`src/rtl/reg_writeback_if.sv`:
```
// Register writeback bundle: ALU source, byte-serial load source, scoreboard
// and the register file write port.
interface reg_writeback_if #(
  parameter int unsigned XLEN   = 32,
  parameter int unsigned REG_AW = 4
);
  logic              alu_valid;
  logic [REG_AW-1:0] alu_rd;
  logic [XLEN-1:0]   alu_value;
  logic              alu_ready;

  logic              ld_start;
  logic [REG_AW-1:0] ld_rd;
  logic [1:0]        ld_size;
  logic              ld_unsigned;
  logic              ld_byte_valid;
  logic [7:0]        ld_byte;
  logic              ld_busy;
  logic              ld_done;

  logic              pending_valid;
  logic [REG_AW-1:0] pending_rd;

  logic [REG_AW-1:0] wb_reg;
  logic [XLEN-1:0]   wb_value;
  logic              wb_en;

  // Source side: ALU, memory unit and register-file observer
  modport master (
    output alu_valid, alu_rd, alu_value,
    output ld_start, ld_rd, ld_size, ld_unsigned, ld_byte_valid, ld_byte,
    input  alu_ready, ld_busy, ld_done, pending_valid, pending_rd,
    input  wb_reg, wb_value, wb_en
  );

  // Writeback block side
  modport slave (
    input  alu_valid, alu_rd, alu_value,
    input  ld_start, ld_rd, ld_size, ld_unsigned, ld_byte_valid, ld_byte,
    output alu_ready, ld_busy, ld_done, pending_valid, pending_rd,
    output wb_reg, wb_value, wb_en
  );
endinterface

```
`src/rtl/reg_writeback.sv`:
```
// Register file write-port producer: merges ALU results and byte-serial load
// results, extends loads, filters x0 and publishes a one-entry scoreboard.
// Optional feature: define REG_WRITEBACK_COUNT_EN to add the commit_count output.
module reg_writeback #(
  parameter int unsigned XLEN   = 32,
  parameter int unsigned REG_AW = 4
) (
  input  logic                 clk,
  input  logic                 rst_n,
  reg_writeback_if.slave       bus
`ifdef REG_WRITEBACK_COUNT_EN
  ,
  output logic [31:0]          commit_count
`endif
);

  localparam int unsigned CNT_W = 2;

  typedef enum logic [1:0] {
    S_IDLE    = 2'd0,
    S_LOAD    = 2'd1,
    S_LCOMMIT = 2'd2
  } state_t;

  state_t            r_state, w_state_d;
  logic [REG_AW-1:0] r_rd, w_rd_d;
  logic [1:0]        r_size, w_size_d;
  logic              r_uns, w_uns_d;
  logic [CNT_W-1:0]  r_cnt, w_cnt_d;
  logic [XLEN-1:0]   r_asm, w_asm_d;
  logic              r_wb_en, w_wb_en_d;
  logic [REG_AW-1:0] r_wb_reg, w_wb_reg_d;
  logic [XLEN-1:0]   r_wb_value, w_wb_value_d;
  logic              r_ld_done, w_ld_done_d;
  logic              r_ld_busy, w_ld_busy_d;
  logic              r_pend_valid, w_pend_valid_d;
  logic [REG_AW-1:0] r_pend_rd, w_pend_rd_d;

  logic              w_alu_ready;
  logic [CNT_W-1:0]  w_last_idx;
  logic [XLEN-1:0]   w_ext;

  // ALU stalls during the load commit cycle and on a WAW hazard with the pending load
  assign w_alu_ready = (r_state != S_LCOMMIT) &&
                       !(r_pend_valid && (bus.alu_rd == r_pend_rd));

  // Index of the final byte for the latched load size, and the extended result
  always_comb begin
    w_last_idx = CNT_W'(3);
    w_ext      = r_asm;
    case (r_size)
      2'd0: begin
        w_last_idx = CNT_W'(0);
        w_ext      = {{(XLEN-8){~r_uns & r_asm[7]}}, r_asm[7:0]};
      end
      2'd1: begin
        w_last_idx = CNT_W'(1);
        w_ext      = {{(XLEN-16){~r_uns & r_asm[15]}}, r_asm[15:0]};
      end
      default: begin
        w_last_idx = CNT_W'(3);
        w_ext      = r_asm;
      end
    endcase
  end

  // Next-state and next-output logic
  always_comb begin
    w_state_d      = r_state;
    w_rd_d         = r_rd;
    w_size_d       = r_size;
    w_uns_d        = r_uns;
    w_cnt_d        = r_cnt;
    w_asm_d        = r_asm;
    w_wb_en_d      = 1'b0;
    w_wb_reg_d     = r_wb_reg;
    w_wb_value_d   = r_wb_value;
    w_ld_done_d    = 1'b0;
    w_ld_busy_d    = r_ld_busy;
    w_pend_valid_d = r_pend_valid;
    w_pend_rd_d    = r_pend_rd;

    case (r_state)
      S_IDLE: begin
        if (bus.ld_start) begin
          w_rd_d         = bus.ld_rd;
          w_size_d       = bus.ld_size;
          w_uns_d        = bus.ld_unsigned;
          w_cnt_d        = '0;
          w_asm_d        = '0;
          w_ld_busy_d    = 1'b1;
          w_pend_valid_d = (bus.ld_rd != '0);
          w_pend_rd_d    = bus.ld_rd;
          w_state_d      = S_LOAD;
        end
      end
      S_LOAD: begin
        if (bus.ld_byte_valid) begin
          w_asm_d[{r_cnt, 3'b000} +: 8] = bus.ld_byte;
          w_cnt_d = r_cnt + CNT_W'(1);
          if (r_cnt == w_last_idx) begin
            w_state_d = S_LCOMMIT;
          end
        end
      end
      S_LCOMMIT: begin
        w_wb_en_d      = (r_rd != '0);
        w_wb_reg_d     = r_rd;
        w_wb_value_d   = w_ext;
        w_ld_done_d    = 1'b1;
        w_ld_busy_d    = 1'b0;
        w_pend_valid_d = 1'b0;
        w_state_d      = S_IDLE;
      end
      default: begin
        w_state_d = S_IDLE;
      end
    endcase

    // ALU transfer; never coincides with a load commit since ready is low in LCOMMIT
    if (bus.alu_valid && w_alu_ready) begin
      w_wb_en_d    = (bus.alu_rd != '0);
      w_wb_reg_d   = bus.alu_rd;
      w_wb_value_d = bus.alu_value;
    end
  end

  // State and output registers
  always_ff @(posedge clk) begin
    if (!rst_n) begin
      r_state      <= S_IDLE;
      r_rd         <= '0;
      r_size       <= '0;
      r_uns        <= 1'b0;
      r_cnt        <= '0;
      r_asm        <= '0;
      r_wb_en      <= 1'b0;
      r_wb_reg     <= '0;
      r_wb_value   <= '0;
      r_ld_done    <= 1'b0;
      r_ld_busy    <= 1'b0;
      r_pend_valid <= 1'b0;
      r_pend_rd    <= '0;
    end else begin
      r_state      <= w_state_d;
      r_rd         <= w_rd_d;
      r_size       <= w_size_d;
      r_uns        <= w_uns_d;
      r_cnt        <= w_cnt_d;
      r_asm        <= w_asm_d;
      r_wb_en      <= w_wb_en_d;
      r_wb_reg     <= w_wb_reg_d;
      r_wb_value   <= w_wb_value_d;
      r_ld_done    <= w_ld_done_d;
      r_ld_busy    <= w_ld_busy_d;
      r_pend_valid <= w_pend_valid_d;
      r_pend_rd    <= w_pend_rd_d;
    end
  end

  assign bus.alu_ready     = w_alu_ready;
  assign bus.ld_busy       = r_ld_busy;
  assign bus.ld_done       = r_ld_done;
  assign bus.pending_valid = r_pend_valid;
  assign bus.pending_rd    = r_pend_rd;
  assign bus.wb_reg        = r_wb_reg;
  assign bus.wb_value      = r_wb_value;
  assign bus.wb_en         = r_wb_en;

`ifdef REG_WRITEBACK_COUNT_EN
  logic [31:0] r_commit_count;

  // Count real register-file writes; wraps naturally
  always_ff @(posedge clk) begin
    if (!rst_n) begin
      r_commit_count <= '0;
    end else if (r_wb_en) begin
      r_commit_count <= r_commit_count + 32'd1;
    end
  end

  assign commit_count = r_commit_count;
`endif

endmodule

```
`src/flat_wrapper.sv`:
```
// flat-port wrapper written by rule: the top's interface ports become plain ports
module reg_writeback_flat 
#(
  parameter int unsigned XLEN   = 32,
  parameter int unsigned REG_AW = 4
)
  (clk, rst_n, bus_alu_valid, bus_alu_rd, bus_alu_value, bus_ld_start, bus_ld_rd, bus_ld_size, bus_ld_unsigned, bus_ld_byte_valid, bus_ld_byte, bus_alu_ready, bus_ld_busy, bus_ld_done, bus_pending_valid, bus_pending_rd, bus_wb_reg, bus_wb_value, bus_wb_en);
  reg_writeback_if #(.XLEN(XLEN), .REG_AW(REG_AW)) bus_i ();
  input  logic clk;
  input  logic rst_n;
  input wire logic [$bits(bus_i.alu_valid)-1:0] bus_alu_valid;
  input wire logic [$bits(bus_i.alu_rd)-1:0] bus_alu_rd;
  input wire logic [$bits(bus_i.alu_value)-1:0] bus_alu_value;
  input wire logic [$bits(bus_i.ld_start)-1:0] bus_ld_start;
  input wire logic [$bits(bus_i.ld_rd)-1:0] bus_ld_rd;
  input wire logic [$bits(bus_i.ld_size)-1:0] bus_ld_size;
  input wire logic [$bits(bus_i.ld_unsigned)-1:0] bus_ld_unsigned;
  input wire logic [$bits(bus_i.ld_byte_valid)-1:0] bus_ld_byte_valid;
  input wire logic [$bits(bus_i.ld_byte)-1:0] bus_ld_byte;
  output wire logic [$bits(bus_i.alu_ready)-1:0] bus_alu_ready;
  output wire logic [$bits(bus_i.ld_busy)-1:0] bus_ld_busy;
  output wire logic [$bits(bus_i.ld_done)-1:0] bus_ld_done;
  output wire logic [$bits(bus_i.pending_valid)-1:0] bus_pending_valid;
  output wire logic [$bits(bus_i.pending_rd)-1:0] bus_pending_rd;
  output wire logic [$bits(bus_i.wb_reg)-1:0] bus_wb_reg;
  output wire logic [$bits(bus_i.wb_value)-1:0] bus_wb_value;
  output wire logic [$bits(bus_i.wb_en)-1:0] bus_wb_en;
  assign bus_i.alu_valid = bus_alu_valid;
  assign bus_i.alu_rd = bus_alu_rd;
  assign bus_i.alu_value = bus_alu_value;
  assign bus_i.ld_start = bus_ld_start;
  assign bus_i.ld_rd = bus_ld_rd;
  assign bus_i.ld_size = bus_ld_size;
  assign bus_i.ld_unsigned = bus_ld_unsigned;
  assign bus_i.ld_byte_valid = bus_ld_byte_valid;
  assign bus_i.ld_byte = bus_ld_byte;
  assign bus_alu_ready = bus_i.alu_ready;
  assign bus_ld_busy = bus_i.ld_busy;
  assign bus_ld_done = bus_i.ld_done;
  assign bus_pending_valid = bus_i.pending_valid;
  assign bus_pending_rd = bus_i.pending_rd;
  assign bus_wb_reg = bus_i.wb_reg;
  assign bus_wb_value = bus_i.wb_value;
  assign bus_wb_en = bus_i.wb_en;
  reg_writeback #(.XLEN(XLEN), .REG_AW(REG_AW)) u_core (.clk(clk), .rst_n(rst_n), .bus(bus_i));
endmodule
```
`config.mk`:
```
export PLATFORM = sky130hd
export DESIGN_NAME = reg_writeback_flat
export DESIGN_NICKNAME = d
export VERILOG_FILES = /design/src/rtl/reg_writeback_if.sv /design/src/rtl/reg_writeback.sv /design/src/flat_wrapper.sv
export SDC_FILE = /design/constraint.sdc
export NUM_CORES = 1
export LEC_CHECK = 0
export BUFFER_PORTS_ARGS = -buffer_cell sky130_fd_sc_hd__buf_4
export CELL_PAD_IN_SITES_DETAIL_PLACEMENT = 0
export CELL_PAD_IN_SITES_GLOBAL_PLACEMENT = 1
export CORE_UTILIZATION = 34
export CTS_CLUSTER_DIAMETER = 30
export CTS_CLUSTER_SIZE = 20
export DETAILED_ROUTE_END_ITERATION = 8
export PLACE_DENSITY_LB_ADDON = 0.1
export SYNTH_ARGS = -nofsm -noshare
export SYNTH_HDL_FRONTEND = slang
export SYNTH_SLANG_ARGS = --single-unit
```
`constraint.sdc`:
```
create_clock -name clk -period 1.8 [get_ports clk]
set_input_delay 0.36 -clock clk [delete_from_list [all_inputs] [get_ports clk]]
set_output_delay 0.36 -clock clk [all_outputs]
set_load 0.05 [all_outputs]
```
Word level (Yosys, flattened, before mapping)
Index checks and enable logic that the tools add are counted.

Word-level logic and storage cells: 68. Input bits: 56. Output and inout bits: 45. Bits in registers: 83.

Shift-type cells: 2. Reduce and logical (&&, ||, !) cells: 16. Mux-type cells: 24. Add/subtract/negate cells: 2. Equality and inequality tests: 9. Bitwise logic cells: 3.

Operators with widths (number): $mux 32 (4); $pmux 32 s2 (2); $bwmux 32 (1); $shift 8x7->32 const A (1); $shiftx 8x7->32 (1); $pmux 2 s2 (3); $reduce_bool 4->1 (3); $mux 2 (5); $mux 4 (2); $neg 5->7 (1); $ne 2x2->1 const B (3); $reduce_and 3->1 (2); $reduce_bool 2->1 (3); $mux 1 (5); $eq 2x1->1 const B (2); $eq 4x4->1 (1); $logic_not 2->1 (2); $pmux 1 s2 (2); $reduce_and 2->1 (2); $logic_and 1x1->1 (3); $add 2x1->2 const B (1); $and 1x1->1 (2); $eq 2x2->1 (1); $eq 2x2->1 const B (1); 3 further kinds (3).

Depth between registers and ports, before layout
Gate-level depths: netlist of run 1.

Depth in word-level cells: 6. Gate-level depth with buffers: 8. Depth with buffers taken out: 6.

Worst setup path before layout of run 1
No wires, ideal clock.

Kind: register to output. Start: register u_core.r_rd[2] (netlist name). End: output bus_alu_ready. Cell stages (with the launch flop): 4. Buffers on the path: 0. Arrival: 1.852 ns. Path slack: -0.412 ns. Required time: 1.440 ns. Cell sequence: dfxtp_1 xnor2_1 and4_1 a21oi_1.

RTL lines: end, declared (line flat_wrapper.sv:20) `output wire logic [$bits(bus_i.alu_ready)-1:0] bus_alu_ready;`.

==> results of run 1 <==
-- timing repair --
item | in CTS | in global routing
gates resized for setup | 6 | 5
buffers inserted | 2 | 1
pin swaps | 0 | 1
setup endpoints to repair | 1 | 41
hold endpoints to repair | 0 | 0
-- final cells by class --
cell class	count	area [um2]	share of cell area [%]
Inverter	6	22.52	0.4686
Clock buffer	9	123.9	2.577
Clock inverter	6	88.84	1.848
Tap cell	133	166.4	3.463
Sequential cell	83	1669	34.73
Multi-Input combinational cell	282	1748	36.37
Timing Repair Buffer	126	987.2	20.54
-- logic make-up (layout without fill, tap and decap cells) --
logic type	count (synthesis)	count (layout)	share of synthesized area [%]
AO/OA/AOI/OAI	141	141	26.59
flip-flops	83	83	47.21
XOR/XNOR	5	5	1.244
buffers and inverters	38	147	4.728
AND/OR/NAND/NOR	129	129	17.88
adder cells (fa/ha/maj)	5	5	1.777
multiplexers	2	2	0.5688
-- stage by stage --
stage | cells | area (um2) | worst slack, ns | setup TNS (ns) | power [W]
4_1_cts | 644 | 4780 | 0.01565 | 0 | 0.004295
2_1_floorplan | 403 | 3545 | -0.009694 | -0.2289 | 0.002497
3_3_place_gp | 628 | 4536 | 0.1669 | 0 | 0.002828
5_1_grt | 645 | 4806 | -0.01931 | -0.01931 | 0.004444
6_report | 645 | 4806 | 0.04125 | 0 | 0.004269
3_5_place_dp | 628 | 4536 | 0.09988 | 0 | 0.002837
-- power groups by stage --
| stage | Clock [W] | Combinational [W] | Sequential, W |
|---|---|---|---|
| floorplan | 0 | 0.000265 | 0.00223 |
| detailed placement | 0 | 0.000820 | 0.00202 |
| CTS | 0.00149 | 0.000831 | 0.00197 |
| global route | 0.00157 | 0.000888 | 0.00198 |
| finish | 0.00146 | 0.000832 | 0.00197 |
| global placement | 0 | 0.000811 | 0.00202 |
-- worst max-delay path by stage --
stage               startpoint                      end  cells past startpoint
6_report        u_core.r_rd[0]            bus_alu_ready                      4
5_1_grt         u_core.r_rd[0]            bus_alu_ready                      4
4_1_cts         u_core.r_rd[2]            bus_alu_ready                      4
3_5_place_dp     bus_alu_rd[0]  u_core.bus.wb_value[23]                      6
3_3_place_gp     bus_alu_rd[2]            bus_alu_ready                      6
2_1_floorplan  u_core.r_cnt[0]         u_core.r_asm[10]                      8
-- per-layer routing --
layer | wire (um) | up-vias | share of wire (%)
met2 | 4288 | 87 | 44
met1 | 4869 | 1595 | 50
met4 | 82 | 0 | 0.85
li1 | - | 1702 | -
met5 | 0 | - | 0
met3 | 459 | 7 | 4.7
-- cells in the final DEF (no fill, tap or decap), drive strengths merged, types with 3 or more instances in the layout --
| master | count |
|---|---|
| o41ai | 3 |
| dfxtp | 83 |
| xnor2 | 4 |
| a21oi | 74 |
| inv | 7 |
| clkbuf | 9 |
| buf | 126 |
| and3 | 11 |
| nand2b | 4 |
| nand2 | 58 |
| a221o | 36 |
| ha | 5 |
| nor2 | 4 |
| nand3 | 39 |
| and4 | 4 |
| a21o | 4 |
| o21ai | 16 |
==> results.md, run 1 <==
- The mean instance size in the synthesized netlist is 8.734 um2.
- TritonCTS created 9 clock buffers.
- The slowest stage cell on the critical path is dfxtp_4.
- The number of warnings reported in the yosys synthesis log is 0.
- The cell area that synthesis handed to floorplanning was 3520 um2.
- The maximum buffer depth of the clock tree is 2.
- For this design the total switching power over the nets is 0.001252 W.
- For this block, the routed nets add up to 9700 um of wire.
- The repair_antennas step left the layout with diodes totalling 0.
- In this run the static leakage power is 1.975 nW.
- The nature of the critical path endpoint is a primary output.
- The standard cell core area is 9910 um2.
- Sorting the synthesized cells by how often they occur yields dfxtp_1 (83), a21oi_1 (73), nand2_1 (58).
- The category of cells accounting for the largest share of critical-path delay is flip-flops.
- The critical path in this run is classified as reg2out.
- The largest area contributor in the synthesized netlist is dfxtp_1.
- By area the synthesized netlist is led by dfxtp_1 (47%), a21oi_1 (10%), a221o_1 (10%).
- The startpoint identified for the worst register-to-register timing path is u_core.r_rd[0].
- The post-route DRC violation count is 0.
- The async set-reset flop share out of synthesis is 0%.
- The area added between synthesis and finish is 36.54%.
- Of the total power, registers draw 46.3%.
- The number of hold buffers added after CTS is 0.
- Global routing used 28.04% of the available met2 tracks.
- The min-delay analysis places its worst path in the category in2reg.
- The max capacitance violation total is 0.
- The proportion of layout cells with a drive suffix above 1 is 30.86%.
- After clock tree synthesis, the clock-pin slew on the worst setup and hold paths is 0.09 ns.
- The clock share of power is 34.2%.
- The post-route core utilization is 48.50%.
- The predominant post-synthesis flop cell is dfxtp_1.
- The cell sitting at the root of the clock tree is a clkbuf_8.
- The starting density of the core is 35.52%.
- The worst hold path passes through 2 cells.
- For this run, the post-layout net count is 569.
- The die covers 10760 um2.
- The die is 103.7 um wide.
- Input and output buffers added on the ports amount to 100.
- The H-tree generated during clock tree synthesis spans 3 levels.
- Detailed placement finished with a half-perimeter wire length of 6916 um.
- Walking the worst path, the cells encountered are xnor2_2, and4_4, a21oi_4, buf_6.
- In the finished design, the share of the clock period the worst path needs comes to 97.71%.
- The synthesized design contains 83 register bits.
- The setup clock skew after layout is 0.008210 ns.
- The number of standard-cell rows in the floorplan is 36.
- The number of buffers and inverters on the critical path is 1.
- The final-layout fill cell count is 987.
- The count of pins over their slew limit came to 0.
- Subtracting the final worst setup slack from the clock period gives 1.759 ns.
- STA classifies the critical path startpoint as a flip-flop.
- The worst-margin pin slew is 0.3242 ns.
- In the final routed layout, each cell accounts on average for 15.04 um.
- The end point of the worst hold path is u_core.bus.wb_value[20].
- The first-pass iteration count of the detailed router is 4.
- Setup repair after global routing could not meet its margin everywhere.
- The switching share of total power is 29.34%.
- The fraction of post-synthesis cell area in the top cell type by area is 47.21%.
- Entering global routing, the biggest net connects 57 pins.
- The global routing stage identified its most utilized layer as met2.
- The internal power contribution is 0.003017 W.
- The routing usage on met1 is 25.65%.
- TritonCTS built the clock tree.
- The share of total power dissipated in combinational logic is 19.5%.
- The critical-path maximum fanout is 4.
- Dividing total power by cell area gives a power density of 888.4 nW/um2.
- The synthesized design contains 0 enable-type register cells.
- The detailed-route via count is 3391.
- In the routed layout, each cell is associated on average with a via count of 5.257.
- The maximum single-stage delay on the critical path is 0.37 ns.
- The antenna violation net count after detailed routing is 0.
- The floorplan step set the die height to 103.7 um.
- The number of global-route vias before repair was 3165.
- The total overflow left after global routing is 0.
- For this run, the top clock speed supported by timing is 568.6 MHz.
- The post-synthesis sequential area ratio is 47.21%.
- In the global route stage, overall resource usage came out at 18.37%.
- The number of ports placed on the die boundary is 101.
- The post-synthesis net count is 464.
- The number of antenna violations at the first check in global routing is 0.
- The worst hold path begins at bus_alu_value[20].
- Final hold analysis gives a worst-case slack of 0.2169 ns.
- Counting every instance in the synthesized netlist gives 403.
- The number of clock sinks is 83.
- The worst endpoint data arrival time is 1.40 ns.
- The violation count after the first detailed-routing iteration is 165.
- For the worst setup path, the data required time is 1.44 ns.
- The capturing point of the worst reg2reg path is u_core.bus.wb_value[27].
- The dominant cell by count in the synthesized netlist is dfxtp_1.
- After synthesis, the netlist uses 38 different library cells.
- The congestion estimate from routability-driven global placement came to 0.8362.
- The setup-violating endpoint count in the final report is 0.
- At the later pin of the worst-skew pair, clock insertion delay measures 0.36 ns.
- The worst slew margin relative to its limit is 78.36%.
- The global-route wire length before repair is 16040 um.
- The worst ir drop on vdd is 0.5200 mV.
- Setup slack on the worst reg-to-reg path comes out at 0.09 ns.
- The number of failing hold endpoints at the final stage is 0.
- For this run, global-route usage on met3 was measured as 5.035%.
- The number of cells on the worst reg-to-reg path is 6.
- The run finished with clean final reports.
Note: power is estimated with default switching activity, not from simulation.
==> inputs of run 2 (changes only) <==
--- a/config.mk
+++ b/config.mk
@@ -8,11 +8,12 @@
 export BUFFER_PORTS_ARGS = -buffer_cell sky130_fd_sc_hd__buf_4
 export CELL_PAD_IN_SITES_DETAIL_PLACEMENT = 0
 export CELL_PAD_IN_SITES_GLOBAL_PLACEMENT = 1
-export CORE_UTILIZATION = 34
+export CORE_UTILIZATION = 30
 export CTS_CLUSTER_DIAMETER = 30
 export CTS_CLUSTER_SIZE = 20
 export DETAILED_ROUTE_END_ITERATION = 8
 export PLACE_DENSITY_LB_ADDON = 0.1
+export SETUP_SLACK_MARGIN = 0.5
 export SYNTH_ARGS = -nofsm -noshare
 export SYNTH_HDL_FRONTEND = slang
 export SYNTH_SLANG_ARGS = --single-unit
==> results.md, run 2 (same netlist as run 1, synthesis figures left out) <==
- Status: finished clean (unchanged).
- The category of cells accounting for the largest share of critical-path delay was flip-flops (unchanged).
- The final net count is 605 (was 569).
- The critical path class is reg2out (unchanged).
- The worst endpoint data arrival time was 1.42 ns (was 1.40 ns).
- The time the worst path needs with I/O delays and setup is 1.779 ns (was 1.759 ns).
- The number of standard-cell rows in the floorplan was 39 (was 36).
- The global-route wire length before repair is 18220 um (was 16040 um).
- The clock latency on the worst-skew pair was 0.34 ns (was 0.36 ns).
- The number of global-route vias before repair is 3435 (was 3165).
- Commonest cells after routing, fill and taps aside: buf_4 (116), dfxtp_1 (73), nand2_1 (52), a21oi_2 (38), a221o_1 (36) (was buf_4 (122), dfxtp_1 (79), a21oi_1 (72), nand2_1 (58), nand3_1 (39)).
- The maximum buffer depth of the clock tree was 2 (unchanged).
- Setup repair after global routing missed its margin: yes (unchanged).
- The area of all placed cells without fillers was 6274 um2 (was 4806 um2).
- The worst slew margin relative to its limit is 75.26% (was 78.36%).
- The post-route DRC violation count is 0 (unchanged).
- The root buffer cell is clkbuf_16 (was clkbuf_8).
- The top achievable clock speed is 562.0 MHz (was 568.6 MHz).
- The critical path depth in cells is 5 (was 4).
- The standard cell core area is 11420 um2 (was 9910 um2).
- The TritonCTS clock tree is done (unchanged).
- Cells traversed along the worst timing path: xnor2_2, and4_4, buf_6, a21oi_4, buf_6 (was xnor2_2, and4_4, a21oi_4, buf_6).
- The width of the chip is 110.3 um (was 103.7 um).
- The most common cell after layout, fill and taps aside is buf_4 (unchanged).
- The overall overflow remaining after global route is 0 (unchanged).
- The number of failing hold endpoints at the final stage is 0 (unchanged).
- The worst path setup slack after routing is 0.02058 ns (was 0.04125 ns).
- The number of antenna violations at the first check in global routing is 0 (unchanged).
- The total instance count after detailed placement came to 637 (was 628).
- The number of cells on the worst reg-to-reg path is 7 (was 6).
- The detailed-route vias per instance is 5.305 (was 5.257).
- The final weighted congestion of routability-driven global placement is 0.8145 (was 0.8362).
- The cell repeated most along the worst path is buf_6.
- The number of antenna diodes is 0 (unchanged).
- The nature of the critical path endpoint is a primary output (unchanged).
- The number of cells traversed by the worst hold path is 2 (unchanged).
- The data required time of the worst path is 1.44 ns (about the same).
- The count of pins over their slew limit is 0 (unchanged).
- The violation count after the first detailed-routing iteration is 161 (was 165).
- The maximum number of pins on one net before global-route repair is 37 (was 57).
- The routing usage on met1 is 27.16% (was 25.65%).
- The average detailed-routed wire length per instance came to 17.71 um (was 15.04 um).
- The critical-path maximum fanout is 3 (was 4).
- The busiest layer in global routing is met2 (unchanged).
- The total wire length came to 12260 um (was 9700 um).
- The total cell area at the placement stage is 4826 um2 (was 4536 um2).
- The number of ports placed on the die boundary is 101 (unchanged).
- The power density over the cells came to 809.3 nW/um2 (was 888.4 nW/um2).
- The first-pass iteration count of the detailed router came to 4 (unchanged).
- The number of cells in the finished layout apart from fillers came to 692 (was 645).
- The maximum single-stage delay on the critical path is 0.36 ns (was 0.37 ns).
- The area added between synthesis and finish is 78.24% (was 36.54%).
- The number of hold buffers added after CTS is 0 (unchanged).
- The proportion of layout cells with a drive suffix above 1 is 55.37% (was 30.86%).
- The post-route core utilization came to 54.94% (was 48.50%).
- The total half-perimeter wirelength after legalization and detailed placement came to 7478 um (was 6916 um).
- The minimum setup slack after placement is 0.1468 ns (was 0.09988 ns).
- The worst-margin pin slew came to 0.3703 ns (was 0.3242 ns).
- The critical path launch point type was a flip-flop (unchanged).
- The number of CTS-inserted buffers was 9 (unchanged).
- The max capacitance violation total was 0 (unchanged).
- The port buffer count is 100 (unchanged).
- The startpoint of the worst hold path was bus_alu_value[0] (was bus_alu_value[20]).
- The sequential cell area is 1687 um2 (was 1669 um2).
- The number of buffers and inverters on the critical path is 2 (was 1).
- The area used by multi-input combinational logic is 2444 um2 (was 1748 um2).
- The met2 track demand over resource came to 32.61% (was 28.04%).
- The full die area is 12170 um2 (was 10760 um2).
- The detailed-route via count is 3671 (was 3391).
- The setup-violating endpoint count in the final report came to 0 (unchanged).
- The final-layout fill cell count is 1030 (was 987).
- The worst ir drop on vdd came to 0.4222 mV (was 0.5200 mV).
- The clock-pin transition on the worst setup and hold timing paths is 0.07 ns (was 0.09 ns).
- The launching element of the worst setup path is u_core.r_rd[3] (was u_core.r_rd[0]).
- The number of clock sinks is 83 (unchanged).
- The slowest stage cell on the critical path is dfxtp_4 (unchanged).
- The leakage power of the design is 2.376 nW (was 1.975 nW).
- The share of the clock period used by the worst path was 98.86% (was 97.71%).
- The antenna violation net count after detailed routing is 0 (unchanged).
- The class of the most critical hold timing path is in2reg (unchanged).
- The start of the worst register-to-register path is u_core.r_rd[3] (was u_core.r_rd[0]).
- The setup clock skew after layout is 0.009035 ns (was 0.008210 ns).
- The starting density of the core is 30.82% (was 35.52%).
- The vertical extent of the die is 110.3 um (was 103.7 um).
- The met3 track demand over resource in global routing came to 3.645% (was 5.035%).
- The number of H-tree levels is 3 (unchanged).
- The global routing usage summed across all routing layers is 20.16% (was 18.37%).
-- run 2: cell type report --
cell class              instances  share of cell area [%]
multi-input cells             283                   38.95
flip-flops and latches         83                   26.88
repair buffers                161                   25.97
clock buffers                  10                   3.650
well taps                     143                   2.852
clock inverters                 6                   1.177
inverters                       6                  0.5185
-- run 2: worst paths after layout --
| kind | to | slack, ns |
|---|---|---|
| setup reg to reg | u_core.bus.wb_value[16] | 0.08 |
| hold / removal | u_core.bus.wb_value[0] | 0.24 |
| hold reg to reg | u_core.r_asm[5] | 0.46 |
| setup / recovery | bus_alu_ready | 0.02 |
-- run 2: per-stage QoR --
| step | power [W] | hold WS, ns | setup TNS [ns] |
|---|---|---|---|
| after detailed placement | 0.002872 | 0.4434 | 0 |
| after global placement | 0.002867 | 0.4429 | 0 |
| after global routing | 0.005254 | 0.2384 | -0.01823 |
| after CTS | 0.004986 | 0.2335 | 0 |
| after floorplan | 0.002541 | 0.4319 | 0 |
| final | 0.005077 | 0.2384 | 0 |
-- run 2: where the power goes --
group | internal (W) | total, W | switching, W
sequential | 0.00192 | 0.00198 | 0.0000636
clock | 0.00109 | 0.00190 | 0.000810
combinational | 0.000520 | 0.00119 | 0.000674
total | 0.00353 | 0.00508 | 0.00155
-- run 2: layer usage --
| layer | vias to the layer above | routed length, um |
|---|---|---|
| met2 | 86 | 5880 |
| met1 | 1774 | 5619 |
| met5 | - | 0 |
| met4 | 0 | 201 |
| li1 | 1798 | - |
| met3 | 13 | 554 |
-- run 2: what timing repair did --
action,4_1_cts,5_1_grt
buffers inserted,20,10
cloned,9,0
gates resized for setup,61,100
pin swaps,18,23
endpoints found under the setup margin,75,84
hold endpoints to repair,0,0
==> inputs of run 3 (changes only) <==
--- a/config.mk
+++ b/config.mk
@@ -8,6 +8,7 @@
 export BUFFER_PORTS_ARGS = -buffer_cell sky130_fd_sc_hd__buf_4
 export CELL_PAD_IN_SITES_DETAIL_PLACEMENT = 0
 export CELL_PAD_IN_SITES_GLOBAL_PLACEMENT = 1
+export CORE_ASPECT_RATIO = 2
 export CORE_UTILIZATION = 30
 export CTS_CLUSTER_DIAMETER = 30
 export CTS_CLUSTER_SIZE = 20
==> results.md, run 3 (same netlist as run 1, synthesis figures left out) <==
- The clock latency on the worst-skew pair is 0.34 ns (about the same).
- The number of failing hold endpoints at the final stage is 0 (unchanged).
- The TritonCTS clock tree is done (unchanged).
- The launching element of the worst setup path is u_core.r_rd[0] (was u_core.r_rd[3]).
- The number of antenna violations at the first check in global routing is 0 (unchanged).
- The total wire length is 11990 um (was 12260 um).
- The antenna violation net count after detailed routing is 0 (unchanged).
- The overall overflow remaining after global route is 0 (unchanged).
- The port buffer count was 100 (unchanged).
- The power density over the cells was 836.5 nW/um2 (was 809.3 nW/um2).
- The worst ir drop on vdd is 0.5201 mV (was 0.4222 mV).
- The worst endpoint data arrival time is 1.41 ns (was 1.42 ns).
- The class of the most critical hold timing path is in2reg (unchanged).
- The number of hold buffers added after CTS is 0 (unchanged).
- The total half-perimeter wirelength after legalization and detailed placement came to 8027 um (was 7478 um).
- The global routing usage summed across all routing layers is 20.27% (was 20.16%).
- The top achievable clock speed came to 563.7 MHz (was 562.0 MHz).
- The root buffer cell is clkbuf_16 (unchanged).
- The starting density of the core is 31.00% (was 30.82%).
- The area used by multi-input combinational logic is 2381 um2 (was 2444 um2).
- The setup slack of the most critical reg-to-reg path came to 0.15 ns (was 0.08 ns).
- The worst slew margin relative to its limit came to 67.24% (was 75.26%).
- The maximum buffer depth of the clock tree came to 2 (unchanged).
- The nature of the critical path endpoint is a primary output (unchanged).
- Status: finished clean (unchanged).
- The average detailed-routed wire length per instance is 17.76 um (was 17.71 um).
- The setup clock skew after layout came to 0.006566 ns (was 0.009035 ns).
- The final-layout fill cell count is 1103 (was 1030).
- The number of CTS-inserted buffers is 9 (unchanged).
- The standard cell core area is 11350 um2 (was 11420 um2).
- The critical-path maximum fanout is 2 (was 3).
- The leakage power of the design is 2.216 nW (was 2.376 nW).
- The worst path setup slack after routing is 0.02611 ns (was 0.02058 ns).
- The final weighted congestion of routability-driven global placement is 0.7793 (was 0.8145).
- The number of antenna diodes is 0 (unchanged).
- The width of the chip is 78.59 um (was 110.3 um).
- The violation count after the first detailed-routing iteration is 125 (was 161).
- Commonest cells after routing, fill and taps aside: buf_4 (110), dfxtp_1 (75), nand2_1 (55), a21oi_1 (37), a221o_1 (36) (was buf_4 (116), dfxtp_1 (73), nand2_1 (52), a21oi_2 (38), a221o_1 (36)).
- The number of ports placed on the die boundary is 101 (unchanged).
- The critical path class is reg2out (unchanged).
- The max capacitance violation total is 0 (unchanged).
- The setup-violating endpoint count in the final report is 0 (unchanged).
- The worst-margin pin slew came to 0.4850 ns (was 0.3703 ns).
- The startpoint of the worst hold path is bus_alu_value[23] (was bus_alu_value[0]).
- The maximum number of pins on one net before global-route repair was 61 (was 37).
- Setup repair after global routing missed its margin: yes (unchanged).
- The time the worst path needs with I/O delays and setup is 1.774 ns (was 1.779 ns).
- The minimum setup slack after placement is -0.2062 ns (was 0.1468 ns).
- The number of standard-cell rows in the floorplan is 55 (was 39).
- The data required time of the worst path is 1.44 ns (about the same).
- The start of the worst register-to-register path is u_core.r_rd[2] (was u_core.r_rd[3]).
- The post-route total power came to 0.004916 W (was 0.005077 W).
- The number of H-tree levels is 3 (unchanged).
- The number of global-route vias before repair is 3634 (was 3435).
- The most common cell after layout, fill and taps aside was buf_4 (unchanged).
- The critical path launch point type is a flip-flop (unchanged).
- The final net count came to 589 (was 605).
- The area added between synthesis and finish was 66.97% (was 78.24%).
- The proportion of layout cells with a drive suffix above 1 is 51.97% (was 55.37%).
- The share of the clock period used by the worst path is 98.55% (was 98.86%).
- The sequential cell area is 1684 um2 (was 1687 um2).
- The count of pins over their slew limit is 0 (unchanged).
- The vertical extent of the die is 155.2 um (was 110.3 um).
- The area of all placed cells without fillers is 5877 um2 (was 6274 um2).
- The first-pass iteration count of the detailed router is 4 (unchanged).
- The post-route DRC violation count was 0 (unchanged).
- The global-route wire length before repair came to 18720 um (was 18220 um).
- The number of clock sinks is 83 (unchanged).
- The total cell area at the placement stage is 4812 um2 (was 4826 um2).
- The detailed-route via count was 3580 (was 3671).
- The detailed-route vias per instance is 5.304 (was 5.305).
- The full die area is 12200 um2 (was 12170 um2).
- The clock-pin transition on the worst setup and hold timing paths came to 0.07 ns (about the same).
run 3: changes by cell type in the layout (fill, tap and decap cells not counted), moves of 4 or more:
cell,before,now
buf_6,16,20
o21ai_2,5,1
o21ai_0,9,13
a21oi_1,32,37
a21oi_2,38,33
buf_16,7,0
buf_8,8,3
buf_12,13,9
nand3_4,22,18
buf_4,116,110
run 3: path summary, 6_finish.rpt:
path,endpoint,depth (start not counted)
worst max-delay path,bus_alu_ready,5
worst min register to register,u_core.r_asm[3],2
worst min-delay path,u_core.bus.wb_value[23],2
worst max register to register,u_core.bus.wb_value[16],7
run 3: worst max-delay path, stage by stage, from the launching register on:
cell and delay (ns):
dfxtp_4 0.35, xnor2_2 0.13, and4_4 0.19, buf_6 0.12
a21oi_4 0.11, buf_6 0.17
run 3: report_power, final:
| group | total (W) | leakage [nW] | switching [W] | internal (W) |
|---|---|---|---|---|
| Combinational | 0.00105 | 1.39 | 0.000626 | 0.000429 |
| Clock | 0.00188 | 0.146 | 0.000799 | 0.00108 |
| Sequential | 0.00198 | 0.683 | 0.0000626 | 0.00192 |
run 3: final cells by class:
type,instances,share of cell area (%)
Clock buffer,9,3.832
Timing Repair Buffer,143,22.14
Inverter,6,0.5535
Clock inverter,7,1.277
Sequential cell,83,28.66
Tap cell,142,3.023
Multi-Input combinational cell,285,40.52
run 3: repair_timing:
| action | 4_1_cts | 5_1_grt |
|---|---|---|
| endpoints found under the setup margin | 82 | 84 |
| cloned | 4 | 1 |
| pin swaps | 13 | 27 |
| buffers inserted | 13 | 5 |
| gates resized for setup | 69 | 54 |
run 3: metrics by stage:
stage,hold WS (ns),setup TNS [ns],cells,util (%)
floorplan,0.4319,0,403,-
global placement,0.4403,-5.604,636,42.38
detailed placement,0.4447,-6.702,636,42.38
CTS,0.2304,-0.02049,669,48.93
global route,0.2387,-0.02453,675,51.76
finish,0.2403,0,675,51.76
run 3: layer usage:
layer	wire, um	GRT usage (%)	share of wire (%)
met1	4637	21.66	39
met3	399	2.815	3.3
met5	0	0	0
met4	390	10.93	3.3
met2	6563	37.35	55
